$ cat src/rtl/fetch_pc_predictor.sv
// Fetch-stage PC generator with a direct-mapped BTB and 2-bit bimodal counters.
// Lookup is combinational from the registered pc; training from EX lands at the clock edge.
module fetch_pc_predictor #(
  parameter int                    PC_WIDTH    = 32,
  parameter int                    BTB_ENTRIES = 16,
  parameter logic [PC_WIDTH-1:0]   RESET_PC    = '0
) (
  input  logic                clk,
  input  logic                rst,
  input  logic                stall,
  input  logic                redirect,
  input  logic [PC_WIDTH-1:0] redirect_pc,
  input  logic                upd_valid,
  input  logic [PC_WIDTH-1:0] upd_pc,
  input  logic                upd_taken,
  input  logic [PC_WIDTH-1:0] upd_target,
  output logic [PC_WIDTH-1:0] pc,
  output logic                pred_valid,
  output logic                pred_taken,
  output logic [PC_WIDTH-1:0] pred_target
);

  localparam int IDX_W = $clog2(BTB_ENTRIES);
  localparam int TAG_W = PC_WIDTH - IDX_W - 2;

  logic [BTB_ENTRIES-1:0] valid_q;
  logic [TAG_W-1:0]       tag_q    [BTB_ENTRIES];
  logic [PC_WIDTH-1:0]    target_q [BTB_ENTRIES];
  logic [1:0]             ctr_q    [BTB_ENTRIES];

  logic [IDX_W-1:0]    look_idx;
  logic [TAG_W-1:0]    look_tag;
  logic                look_hit;
  logic [IDX_W-1:0]    upd_idx;
  logic [TAG_W-1:0]    upd_tag;
  logic                upd_hit;
  logic [PC_WIDTH-1:0] next_pc;

  assign look_idx = pc[IDX_W+1:2];
  assign look_tag = pc[PC_WIDTH-1:IDX_W+2];
  assign look_hit = valid_q[look_idx] && (tag_q[look_idx] == look_tag);

  assign upd_idx = upd_pc[IDX_W+1:2];
  assign upd_tag = upd_pc[PC_WIDTH-1:IDX_W+2];
  assign upd_hit = valid_q[upd_idx] && (tag_q[upd_idx] == upd_tag);

  assign pred_valid  = look_hit;
  assign pred_taken  = look_hit && ctr_q[look_idx][1];
  assign pred_target = look_hit ? target_q[look_idx] : '0;

  // Redirect wins over stall so a mispredict is never lost behind a hazard.
  always_comb begin
    next_pc = pc + PC_WIDTH'(4);
    if (redirect) begin
      next_pc = {redirect_pc[PC_WIDTH-1:2], 2'b00};
    end else if (stall) begin
      next_pc = pc;
    end else if (pred_taken) begin
      next_pc = pred_target;
    end
  end

  always_ff @(posedge clk or posedge rst) begin
    if (rst) begin
      pc <= RESET_PC;
    end else begin
      pc <= next_pc;
    end
  end

  // Table writes see the pre-edge contents, so a same-cycle lookup returns old data.
  always_ff @(posedge clk or posedge rst) begin
    if (rst) begin
      valid_q <= '0;
      for (int i = 0; i < BTB_ENTRIES; i++) begin
        tag_q[i]    <= '0;
        target_q[i] <= '0;
        ctr_q[i]    <= 2'b01;
      end
    end else if (upd_valid) begin
      if (upd_hit) begin
        if (upd_taken) begin
          target_q[upd_idx] <= upd_target;
          if (ctr_q[upd_idx] != 2'b11) begin
            ctr_q[upd_idx] <= ctr_q[upd_idx] + 2'd1;
          end
        end else if (ctr_q[upd_idx] != 2'b00) begin
          ctr_q[upd_idx] <= ctr_q[upd_idx] - 2'd1;
        end
      end else if (upd_taken) begin
        valid_q[upd_idx]  <= 1'b1;
        tag_q[upd_idx]    <= upd_tag;
        target_q[upd_idx] <= upd_target;
        ctr_q[upd_idx]    <= 2'b10;
      end
    end
  end

endmodule

$ cat config.mk
export PLATFORM = sky130hd
export DESIGN_NAME = fetch_pc_predictor
export DESIGN_NICKNAME = d
export VERILOG_FILES = /design/src/rtl/fetch_pc_predictor.sv
export SDC_FILE = /design/constraint.sdc
export NUM_CORES = 2
export LEC_CHECK = 0
export CAP_MARGIN = 5
export CELL_PAD_IN_SITES_DETAIL_PLACEMENT = 1
export CELL_PAD_IN_SITES_GLOBAL_PLACEMENT = 2
export CORE_MARGIN = 2
export CORE_UTILIZATION = 45
export DETAILED_ROUTE_END_ITERATION = 10
export GPL_TIMING_DRIVEN = 0
export PLACE_DENSITY_LB_ADDON = 0.2
export SLEW_MARGIN = 20
export SYNTH_ARGS = -nofsm -noshare
export SYNTH_HDL_FRONTEND = slang
export SYNTH_SLANG_ARGS = --single-unit
$ cat constraint.sdc
create_clock -name clk -period 44.3 [get_ports clk]
set_input_delay 8.86 -clock clk [delete_from_list [all_inputs] [get_ports clk]]
set_output_delay 8.86 -clock clk [all_outputs]
set_load 0.02 [all_outputs]
==> results.cfg <==
[clock_tree]
cts_buffers = 115
cts_setup_buffers = 0
cts_root_buf = clkbuf_16
hold_buffers = 0
clk_path_buf_depth = 3
insertion_delay_ns = 0.76
htreeDepth = 3
ctsResizeCount = 0
clock-sinks = 1008
cts_tree = built
clk_pin_slew_worst_paths_ns = 0.06

[hold_path]
min_to = target_q[372]$_DFFE_PP0P_
worstHoldStart = target_q[372]$_DFFE_PP0P_
hold_depth = 2
min_path_type = flop to flop

[worst_setup_path]
path_buf_inv = 6
rr_endpoint = pc[27]$_DFFE_PP0P_
reg2reg_slack_ns = 37.37
cp-end-kind = output port
rr_startpoint = pc[3]$_DFFE_PP0P_
reg2regPathDepth = 11
cp_common_cell = buf_2
cpMaxStageDelayCell = nor4_1
slowest_delay_ns = 0.90
cp_cell_sequence = buf_2, buf_2, and2_1, buf_2, a22oi_1, a21oi_1, o22ai_1, nor4_1, o21ai_0, or3_1, clkbuf_1, clkbuf_1, nor2b_1, clkdlybuf4s50_1
cp_data_required_time_ns = 35.44
critical_path_class = flop to output port
crit_family = buffers and inverters
path_max_fanout = 10
cp-startpoint = pc[2]$_DFFE_PP0P_
crit_arrival_ns = 8.07
critPathLaunchType = flop

[yosys]
synth.distinct_cells = 80
ys_async_sr_fraction_pct = 100
synth_top_family_by_area = multiplexers
synthXorXnorAreaFrac_pct = 0.888
ys_top_cells_by_area = dfrtp_1, mux2_2, mux4_2, mux2i_1, mux2_1
synth.top_cell.area_share_pct = 47.5
synth_seq_area_share_pct = 48.3
syn-num-nets = 3999
synth-compound-area-share_pct = 3.97
ys.flop_type = dfrtp_1
synth_edf_count = 0
avgSynthCellArea_um2 = 13.4
synthSimpleGateAreaFrac_pct = 7.06
synth_commonest_cells = dfrtp_1, mux2_2, nand2_1, mux4_2, mux2i_1
synth_cells = 3894
synthAdderAreaFrac_pct = 0.0718
synth_seq_cells = 1008
syn_area_um2 = 52300
ys_warn_count = 0
synthMuxAreaShare_pct = 36.4
yosys.area.top_type = dfrtp_1
yosysMostFrequentCell = dfrtp_1

[die]
initial_core_util_pct = 45.2
dieWidth_um = 345
ioPinCount = 168
die_area_um2 = 119000
die_y_um = 345
rows = 125
core-area_um2 = 116000

[pwr]
power.total_w = 0.00294
powerDensity_nw_per_um2 = 48.9
power.leakage_nw = 26.4
max-vdd-ir-drop_mv = 0.0441

[detailed_routing]
first_pass_iters = 5
wl_per_cell_um = 36.5
detail_route.vias_per_cell = 6.43
wl_um = 211000
dr.first_iter.drc_count = 3638
ant_nets = 0
drc = 0
num_vias = 37247

[timing]
finalSetupViolCount = 0
final-hold-violation-count = 0
slew_headroom_pct = 11.8
final_max_slew_viol_count = 0
setup_tns_ns = 0
whs_ns = 0.480
fin_skew_ns = 0.0381
fmax_mhz = 59.1
tightest_slew_ns = 1.31
rsz0062_at_grt = no
timing.final.crit_share_pct = 38.2
min_period_ns = 16.93

[grt]
grt_pass1_vias = 38787
grt_max_degree = 106
grt-ovfl-total = 0
grt_antenna_before_repair = 10
grt_pass1_wl_um = 297000
grt_use_total_pct = 35.8

[run]
drv_cap = 0

[placed_design]
gp_routability_congestion = 1.00
portBuffers = 140
placedCellCount = 5573
dp_hpwl_um = 149000

[finish]
layout-drive-gt1-share_pct = 33.1
final_nets = 4271
final_cells = 5789
synthToLayoutAreaGrowth_pct = 14.9

[status]
status = finished, final reports clean
## tightest hold or removal path: stages (launching register included)
cell,delay (ns)
dfrtp_1,0.34
nand2_1,0.05
nand2_1,0.05
## kinds of logic (layout without fill, tap and decap cells)
| logic type | Yosys count | count (layout) |
|---|---|---|
| compound gates | 285 | 285 |
| buf+inv | 380 | 747 |
| xor+xnor | 53 | 53 |
| mux | 1383 | 1383 |
| simple gates | 782 | 782 |
| other cells | 0 | 4 |
| fa+ha+maj | 3 | 3 |
| flops | 1008 | 1008 |
## stage by stage
stage	area [µm²]	util [%]	setup slack, ns
global route	60000	51.9	27.49
global placement	55600	48.0	-6.00
detailed placement	56000	48.3	28.43
floorplan	52300	-	7.10
CTS	60000	51.9	27.60
finish	60000	51.9	27.37
## power breakdown
part / internal [W] / total, W / switching (W)
sequential: 0.00109 / 0.00122 / 0.000125
clock: 0.000609 / 0.00103 / 0.000423
combinational: 0.000327 / 0.000686 / 0.000359
total: 0.00203 / 0.00294 / 0.000906
## how the worst max path moves through the flow
stage               slack, ns  cells after the start                        to
floorplan                7.10                      1     ctr_q[11]$_DFFE_PP0P_
global placement        -6.00                      2  target_q[86]$_DFFE_PP0P_
detailed placement      28.43                     14           pred_target[12]
CTS                     27.60                     14           pred_target[12]
global route            27.49                     14           pred_target[12]
finish                  27.37                     14           pred_target[12]
## sequential cells by signal, indices dropped and copies added (netlist names)
signal,cells
ctr_q,32
pc,32
valid_q,16
target_q,512
tag_q,416
## placed cells by master (no fill, tap or decap), types with 12 or more instances in the layout
| cell | count |
|---|---|
| a21bo_2 | 17 |
| a21oi_1 | 50 |
| a22o_1 | 18 |
| a22oi_1 | 44 |
| a31oi_1 | 15 |
| and2_1 | 17 |
| and3_1 | 22 |
| buf_1 | 26 |
| buf_2 | 82 |
| buf_4 | 16 |
| buf_6 | 25 |
| bufinv_16 | 15 |
| clkbuf_1 | 214 |
| clkbuf_16 | 115 |
| clkbuf_2 | 13 |
| clkbuf_8 | 25 |
| clkdlybuf4s50_1 | 140 |
| clkinv_2 | 25 |
| dfrtp_1 | 992 |
| dfstp_2 | 16 |
| inv_1 | 24 |
| mux2_1 | 166 |
| mux2_2 | 679 |
| mux2i_1 | 210 |
| mux4_2 | 328 |
| nand2_1 | 464 |
| nand2b_1 | 25 |
| nand3_1 | 28 |
| nand4_1 | 34 |
| nor2_1 | 56 |
| nor2b_1 | 46 |
| nor3_1 | 19 |
| nor4_1 | 12 |
| o21ai_0 | 35 |
| xnor2_1 | 30 |
| xor2_1 | 23 |
## routing by layer
metal / vias to the layer above / track usage [%] / part of all wire, %
met3: 541 / 7.88 / 7.3
met1: 20070 / 46.0 / 40
met4: 10 / 19.9 / 6.6
li1: 14913 / - / -
met2: 1713 / 56.4 / 46
met5: - / 0 / 0.034
## layout make-up
| class | instances | area, µm² |
|---|---|---|
| multi-input combinational | 2506 | 25300 |
| inverter | 29 | 116 |
| clock buffer | 161 | 3300 |
| fill | 11489 | 55700 |
| tap | 1524 | 1910 |
| clock inverter | 51 | 771 |
| sequential | 1008 | 25200 |
| timing repair buffer | 155 | 1730 |
| buffer | 351 | 1670 |
| antenna | 4 | 10.0 |
No activity file was read; power rests on OpenSTA's default activity.
